$ cat src/rtl/panel_scan_if.sv
// panel_scan_if: pixel ROM bus between the scan driver (master) and the
// 8-image pixel ROM (slave). The ROM answers combinationally: rgb follows
// addr/img within the same cycle.
interface panel_scan_if;
  logic [8:0]  addr;  // {half, row[2:0], col[4:0]}
  logic [2:0]  img;
  logic [23:0] rgb;   // R=[23:16], G=[15:8], B=[7:0]

  modport master (output addr, output img, input rgb);
  modport slave  (input addr, input img, output rgb);
endinterface

$ cat src/rtl/panel_scan.sv
// panel_scan: HUB75 1/8-scan driver for a 32x16 RGB panel with binary-code
// modulated bit planes. Fetches each column pair from the pixel ROM over
// panel_scan_if, shifts it out, latches, then enables the LEDs for a
// plane-weighted time.
//
// Optional build macro PANEL_SCAN_ANIM_EN: when defined, the ROM image select
// steps once every FRAMES_PER_IMG refreshes (7 wraps to 0). When undefined,
// img is tied to 0 and the frame counter does not exist.
//
// state     | meaning
// S_SHIFT   | fetch top/bottom pixels and clock 32 columns out, 4 cycles each
// S_BLANK   | LEDs off, panel_clk low, row select updated
// S_LATCH   | one-cycle latch strobe, load display timer
// S_DISPLAY | LEDs on for BASE_TICKS<<plane cycles, then step plane/row
module panel_scan #(
  parameter int PWM_BITS       = 4,
  parameter int BASE_TICKS     = 8,
  parameter int FRAMES_PER_IMG = 16
) (
  input  logic         clk,
  input  logic         rst_n,
  panel_scan_if.master rom,
  output logic         panel_r1,
  output logic         panel_g1,
  output logic         panel_b1,
  output logic         panel_r2,
  output logic         panel_g2,
  output logic         panel_b2,
  output logic [2:0]   panel_a,
  output logic         panel_clk,
  output logic         panel_lat,
  output logic         panel_oe_n,
  output logic         frame_start
);

  localparam int TICK_W  = $clog2(BASE_TICKS << (PWM_BITS - 1)) + 1;
  localparam int PLANE_W = (PWM_BITS > 1) ? $clog2(PWM_BITS) : 1;
  localparam logic [PLANE_W-1:0] LAST_PLANE = PLANE_W'(PWM_BITS - 1);

  typedef enum logic [1:0] {S_SHIFT, S_BLANK, S_LATCH, S_DISPLAY} state_t;

  state_t             state_q, state_d;
  logic [2:0]         row_q, row_d;
  logic [PLANE_W-1:0] plane_q, plane_d;
  logic [4:0]         col_q, col_d;
  logic [1:0]         phase_q, phase_d;
  logic [TICK_W-1:0]  tick_q, tick_d;
  logic [23:0]        top_q, top_d;
  logic [8:0]         addr_q, addr_d;
  logic [5:0]         data_q, data_d;   // {r1, g1, b1, r2, g2, b2}
  logic [2:0]         pa_q, pa_d;
  logic               pclk_q, pclk_d;
  logic               lat_q, lat_d;
  logic               oe_n_q, oe_n_d;
  logic               fs_q, fs_d;
  logic [2:0]         bit_sel;

  // Only the top PWM_BITS bits of each channel are displayed.
  assign bit_sel = 3'(8 - PWM_BITS) + 3'(plane_q);

  // Next-state and next-output logic; every panel pin is registered.
  always_comb begin
    state_d = state_q;
    row_d   = row_q;
    plane_d = plane_q;
    col_d   = col_q;
    phase_d = phase_q;
    tick_d  = tick_q;
    top_d   = top_q;
    addr_d  = addr_q;
    data_d  = data_q;
    pa_d    = pa_q;
    pclk_d  = 1'b0;
    lat_d   = 1'b0;
    oe_n_d  = 1'b1;
    fs_d    = 1'b0;
    case (state_q)
      S_SHIFT: begin
        phase_d = phase_q + 2'd1;
        case (phase_q)
          2'd0: begin
            addr_d = {1'b0, row_q, col_q};
            fs_d   = (row_q == 3'd0) && (plane_q == '0) && (col_q == 5'd0);
          end
          2'd1: begin
            top_d  = rom.rgb;
            addr_d = {1'b1, row_q, col_q};
          end
          2'd2: begin
            data_d = {top_q[{2'b10, bit_sel}], top_q[{2'b01, bit_sel}],
                      top_q[{2'b00, bit_sel}], rom.rgb[{2'b10, bit_sel}],
                      rom.rgb[{2'b01, bit_sel}], rom.rgb[{2'b00, bit_sel}]};
          end
          default: begin
            pclk_d = 1'b1;
            col_d  = col_q + 5'd1;
            if (col_q == 5'd31) state_d = S_BLANK;
          end
        endcase
      end
      S_BLANK: begin
        pa_d    = row_q;
        state_d = S_LATCH;
      end
      S_LATCH: begin
        lat_d   = 1'b1;
        tick_d  = TICK_W'((BASE_TICKS << plane_q) - 1);
        state_d = S_DISPLAY;
      end
      default: begin
        oe_n_d = 1'b0;
        if (tick_q == '0) begin
          state_d = S_SHIFT;
          if (plane_q == LAST_PLANE) begin
            plane_d = '0;
            row_d   = row_q + 3'd1;
          end else begin
            plane_d = plane_q + 1'b1;
          end
        end else begin
          tick_d = tick_q - 1'b1;
        end
      end
    endcase
  end

  // State and output registers; oe_n resets high so LEDs blank immediately.
  always_ff @(posedge clk or negedge rst_n) begin
    if (!rst_n) begin
      state_q <= S_SHIFT;
      row_q   <= '0;
      plane_q <= '0;
      col_q   <= '0;
      phase_q <= '0;
      tick_q  <= '0;
      top_q   <= '0;
      addr_q  <= '0;
      data_q  <= '0;
      pa_q    <= '0;
      pclk_q  <= 1'b0;
      lat_q   <= 1'b0;
      oe_n_q  <= 1'b1;
      fs_q    <= 1'b0;
    end else begin
      state_q <= state_d;
      row_q   <= row_d;
      plane_q <= plane_d;
      col_q   <= col_d;
      phase_q <= phase_d;
      tick_q  <= tick_d;
      top_q   <= top_d;
      addr_q  <= addr_d;
      data_q  <= data_d;
      pa_q    <= pa_d;
      pclk_q  <= pclk_d;
      lat_q   <= lat_d;
      oe_n_q  <= oe_n_d;
      fs_q    <= fs_d;
    end
  end

`ifdef PANEL_SCAN_ANIM_EN
  localparam int FC_W = (FRAMES_PER_IMG > 1) ? $clog2(FRAMES_PER_IMG) : 1;

  logic [FC_W-1:0] frame_cnt_q, frame_cnt_d;
  logic [2:0]      img_q, img_d;
  logic            frame_end;

  // The last display cycle of row 7's last plane closes the frame, so img
  // can only change between frames.
  assign frame_end = (state_q == S_DISPLAY) && (tick_q == '0) &&
                     (plane_q == LAST_PLANE) && (row_q == 3'd7);

  // Refresh counter and image step.
  always_comb begin
    frame_cnt_d = frame_cnt_q;
    img_d       = img_q;
    if (frame_end) begin
      if (frame_cnt_q == FC_W'(FRAMES_PER_IMG - 1)) begin
        frame_cnt_d = '0;
        img_d       = img_q + 3'd1;
      end else begin
        frame_cnt_d = frame_cnt_q + 1'b1;
      end
    end
  end

  // Animation registers.
  always_ff @(posedge clk or negedge rst_n) begin
    if (!rst_n) begin
      frame_cnt_q <= '0;
      img_q       <= '0;
    end else begin
      frame_cnt_q <= frame_cnt_d;
      img_q       <= img_d;
    end
  end

  assign rom.img = img_q;
`else
  assign rom.img = 3'd0;
`endif

  assign rom.addr    = addr_q;
  assign panel_r1    = data_q[5];
  assign panel_g1    = data_q[4];
  assign panel_b1    = data_q[3];
  assign panel_r2    = data_q[2];
  assign panel_g2    = data_q[1];
  assign panel_b2    = data_q[0];
  assign panel_a     = pa_q;
  assign panel_clk   = pclk_q;
  assign panel_lat   = lat_q;
  assign panel_oe_n  = oe_n_q;
  assign frame_start = fs_q;

endmodule

$ cat src/flat_wrapper.sv
// flat-port wrapper written by rule: the top's interface ports become plain ports
module panel_scan_flat 
#(
  parameter int PWM_BITS       = 4,
  parameter int BASE_TICKS     = 8,
  parameter int FRAMES_PER_IMG = 16
)
  (clk, rst_n, panel_r1, panel_g1, panel_b1, panel_r2, panel_g2, panel_b2, panel_a, panel_clk, panel_lat, panel_oe_n, frame_start, rom_addr, rom_img, rom_rgb);
  panel_scan_if rom_i ();
  input  logic clk;
  input  logic rst_n;
  output logic panel_r1;
  output logic panel_g1;
  output logic panel_b1;
  output logic panel_r2;
  output logic panel_g2;
  output logic panel_b2;
  output logic [2:0] panel_a;
  output logic panel_clk;
  output logic panel_lat;
  output logic panel_oe_n;
  output logic frame_start;
  output wire logic [$bits(rom_i.addr)-1:0] rom_addr;
  output wire logic [$bits(rom_i.img)-1:0] rom_img;
  input wire logic [$bits(rom_i.rgb)-1:0] rom_rgb;
  assign rom_addr = rom_i.addr;
  assign rom_img = rom_i.img;
  assign rom_i.rgb = rom_rgb;
  panel_scan #(.PWM_BITS(PWM_BITS), .BASE_TICKS(BASE_TICKS), .FRAMES_PER_IMG(FRAMES_PER_IMG)) u_core (.clk(clk), .rst_n(rst_n), .rom(rom_i), .panel_r1(panel_r1), .panel_g1(panel_g1), .panel_b1(panel_b1), .panel_r2(panel_r2), .panel_g2(panel_g2), .panel_b2(panel_b2), .panel_a(panel_a), .panel_clk(panel_clk), .panel_lat(panel_lat), .panel_oe_n(panel_oe_n), .frame_start(frame_start));
endmodule
$ cat config.mk
export PLATFORM = sky130hd
export DESIGN_NAME = panel_scan_flat
export DESIGN_NICKNAME = d
export VERILOG_FILES = /design/src/rtl/panel_scan_if.sv /design/src/rtl/panel_scan.sv /design/src/flat_wrapper.sv
export SDC_FILE = /design/constraint.sdc
export NUM_CORES = 1
export LEC_CHECK = 0
export CAP_MARGIN = 20
export CELL_PAD_IN_SITES_DETAIL_PLACEMENT = 1
export CELL_PAD_IN_SITES_GLOBAL_PLACEMENT = 1
export CORE_MARGIN = 1.5
export CORE_UTILIZATION = 54
export DETAILED_ROUTE_END_ITERATION = 8
export DONT_BUFFER_PORTS = 1
export GPL_ROUTABILITY_DRIVEN = 0
export PLACE_DENSITY = 0.86
export SYNTH_ARGS = -nofsm -noshare
export SYNTH_HDL_FRONTEND = slang
export SYNTH_SLANG_ARGS = --single-unit
$ cat constraint.sdc
create_clock -name clk -period 2.6 [get_ports clk]
set_input_delay 0.65 -clock clk [delete_from_list [all_inputs] [get_ports clk]]
set_output_delay 0.65 -clock clk [all_outputs]
set_load 0.005 [all_outputs]
==> flow_summary.yaml <==
sta:
  max-slew-margin-rel_pct: 57.3
  timing_hold_violations_final: 0
  worst-slew-pin-transition_ns: 0.638
  layout_setup_ws_ns: 0.550
  fin_worst_skew_ns: 0.00960
  setup_viol_count_final: 0
  final.min_clock_period_ns: 2.05
  finalMaxSlewViolations: 0
  setup_tns_ns: 0
  max_freq_ghz: 0.488
  unrepaired_setup_endpoints_after_global_routing: "false"
  layout_worst_path_cycle_share_pct: 78.9
drt:
  routed_wire_length_per_instance_um: 18.7
  drt_iter0_markers: 149
  routed_via_density: 5.70
  drc: 0
  ant_nets: 0
  detail_route.first_pass.iterations: 4
  routed-via-count: 1630
  drt-total-wl_um: 5360
power_and_ir_drop:
  vdd_ir_drop_max_mv: 0.385
  power_leakage_uw: 0.00126
  post-layout-total-power_uw: 1470
  power_density_nw_per_um2: 522
setup_path:
  timing_worst_setup_path_type: "reg -> reg"
  worst-path-stages: 4
  startpoint_type: "register"
  critical-path-max-stage-delay_ns: 0.49
  end_kind: "register"
  cp_num_buf_inv: 1
  critical_path_peak_fanout: 13
  worst_r2r_path_depth: 4
  critical_path.cell_chain: "inv_1, ha_1, nand2_1, mux2_2"
  timing.critical_path.slowest_stage_cell: "sky130_fd_sc_hd__ha_1"
  cp_data_arrival_time_ns: 2.25
  critical-path-top-delay-family: "adder cells"
  critical_path_required_ns: 2.80
grt:
  grt_pass1_wl_um: 8930
  grt_util_all_layers_pct: 22.2
  grt_antenna_before_repair: 0
  grt_max_degree: 56
  globalRouteOverflowTotal: 0
  vias_in_the_first_global_route: 1793
floorplanning:
  die_width_um: 73.4
  initial_cell_density_of_the_core_pct: 56.3
  die-height_um: 73.4
  row_count: 25
  placeableCoreArea_um2: 4750
  dieArea_um2: 5390
  top_level_ports: 51
logic_synthesis:
  synth.ff_latch_count: 55
  synth_area_leader_cell: "sky130_fd_sc_hd__dfrtp_1"
  synth.cell_area_um2: 2680
  synthTopCellsByCount: "sky130_fd_sc_hd__dfrtp_1 (54), sky130_fd_sc_hd__mux2_2 (28), sky130_fd_sc_hd__nand2_1 (20), sky130_fd_sc_hd__ha_1 (18), sky130_fd_sc_hd__inv_1 (15)"
  synthMostInstantiatedCell: "sky130_fd_sc_hd__dfrtp_1"
  avgSynthCellArea_um2: 12.2
  synth_top_area_share_pct: 50.5
  synth-edff-count: 0
  synth_cells: 219
  synth_flop_cell: "sky130_fd_sc_hd__dfrtp_1"
  async_reset_ff_share_pct: 100
  ys.warnings.count: 0
  synth.yosys.seq_area_share_pct: 51.5
  post_synth_num_cell_types: 38
  yosys-top-cells-area: "sky130_fd_sc_hd__dfrtp_1 (50%), sky130_fd_sc_hd__mux2_2 (12%), sky130_fd_sc_hd__ha_1 (8.4%)"
place:
  placement.io_buffers: 0
  dp_hpwl_um: 3800
  place_worst_setup_slack_ns: 0.557
cells_and_area:
  flow.area_growth_from_synthesis_pct: 5.42
  proportion_of_layout_cells_with_a_drive_suffix_above_1_pct: 21.9
  finalNetCount: 262
  antenna-diode-count: 0
clocking:
  cts-htree-levels: 2
  cts_resized: 0
  tritoncts.num_buffers: 5
  clock_tree_from_tritoncts: "yes"
  sinks_on_the_clock_net: 55
  postCtsSetupRepairBufs: 0
  holdBufCountCts: 0
  clk_root_buffer_cell: "sky130_fd_sc_hd__clkbuf_8"
  worst_skew_pair_latency_ns: 0.31
  cts_max_path_buffers: 2
  clock_edge_transition_at_the_registers_on_the_reported_setup_and_hold_paths_ns: 0.10
worst_hold_path:
  type_of_the_most_critical_hold_path: "in -> async"
outcome:
  status: "completed"
flow_run:
  cap_violations: 0
==> through the flow <==
step	area [um2]	utilization [%]	hold slack, ns	cells
3_3_place_gp	2700	56.8	0.356	277
5_1_grt	2820	59.3	0.0000946	286
6_report	2820	59.3	0.0244	286
4_1_cts	2810	59.1	0.0172	285
3_5_place_dp	2700	56.8	0.356	277
2_1_floorplan	2680	-	0.354	221
==> path summary, 6_finish.rpt <==
check | start | end | slack [ns]
max | u_core.state_q[0] | u_core.top_q[6] | 0.55
min | rst_n | u_core.tick_q[2] | 0.02
max reg2reg | u_core.state_q[0] | u_core.top_q[6] | 0.55
min reg2reg | u_core.top_q[13] | u_core.top_q[13] | 0.52
max in group asynchronous | rst_n | u_core.state_q[1] | 1.40
min in group clk | rom_rgb[13] | u_core.top_q[13] | 0.49
==> metal layers <==
metal	routed length, um	share of wire [%]	track usage [%]	up-vias
met5	0	0	0	-
met4	46	0.86	4.73	0
met3	259	4.8	5.76	4
met2	2760	52	38.5	33
met1	2290	43	28.3	846
li1	-	-	-	747
==> flip-flops by register name, indices dropped and copies added (netlist names), 2 cells and up <==
name / count
u_core.col_q: 5
u_core.data_q: 6
u_core.panel_a: 3
u_core.phase_q: 2
u_core.plane_q: 2
u_core.rom.addr: 9
u_core.row_q: 3
u_core.state_q: 2
u_core.tick_q: 7
u_core.top_q: 12
==> cell type report <==
type                            instances  area [um2]
Clock inverter                          2        37.5
Inverter                               15        56.3
Sequential cell                        55        1380
Clock buffer                            6        72.6
Timing Repair Buffer                    2        17.5
Tap cell                               67        83.8
Fill cell                             496        1930
Multi-Input combinational cell        139        1180
==> cell families (layout without fill, tap and decap cells) <==
| family | Yosys count | in the layout | share of synthesized area, % |
|---|---|---|---|
| xor gates and xnor gates | 7 | 7 | 2.29 |
| other | 1 | 3 | 0.140 |
| buffers and inverters | 27 | 25 | 4.86 |
| adders and majority gates | 18 | 18 | 8.42 |
| DFF | 55 | 55 | 51.5 |
| and+or+nand+nor | 47 | 47 | 8.74 |
| AOI/OAI and AO/OA | 30 | 30 | 7.25 |
| muxes | 34 | 34 | 16.8 |
==> report_power, final <==
part | switching [uW] | internal, uW
logic | 10.1 | 17.4
registers | 9.09 | 869
clock network | 280 | 288
total | 299 | 1170
==> cell usage in the layout, fill, tap and decap left out, drive strengths merged, types with 5 or more instances in the layout <==
master  instances
dfrtp          54
mux2           28
nand2          20
ha             18
o21ai          16
inv            15
nor2            6
mux4            6
clkbuf          6
a21oi           5
xnor2           5
nor3            5
==> worst register-to-register path, cell delays in order, from the launching register on <==
cell                      delay [ns]
sky130_fd_sc_hd__dfrtp_1        0.41
sky130_fd_sc_hd__inv_1          0.12
sky130_fd_sc_hd__ha_1           0.49
sky130_fd_sc_hd__nand2_1        0.50
sky130_fd_sc_hd__mux2_2         0.43
Power figures use the tool's default switching activity.
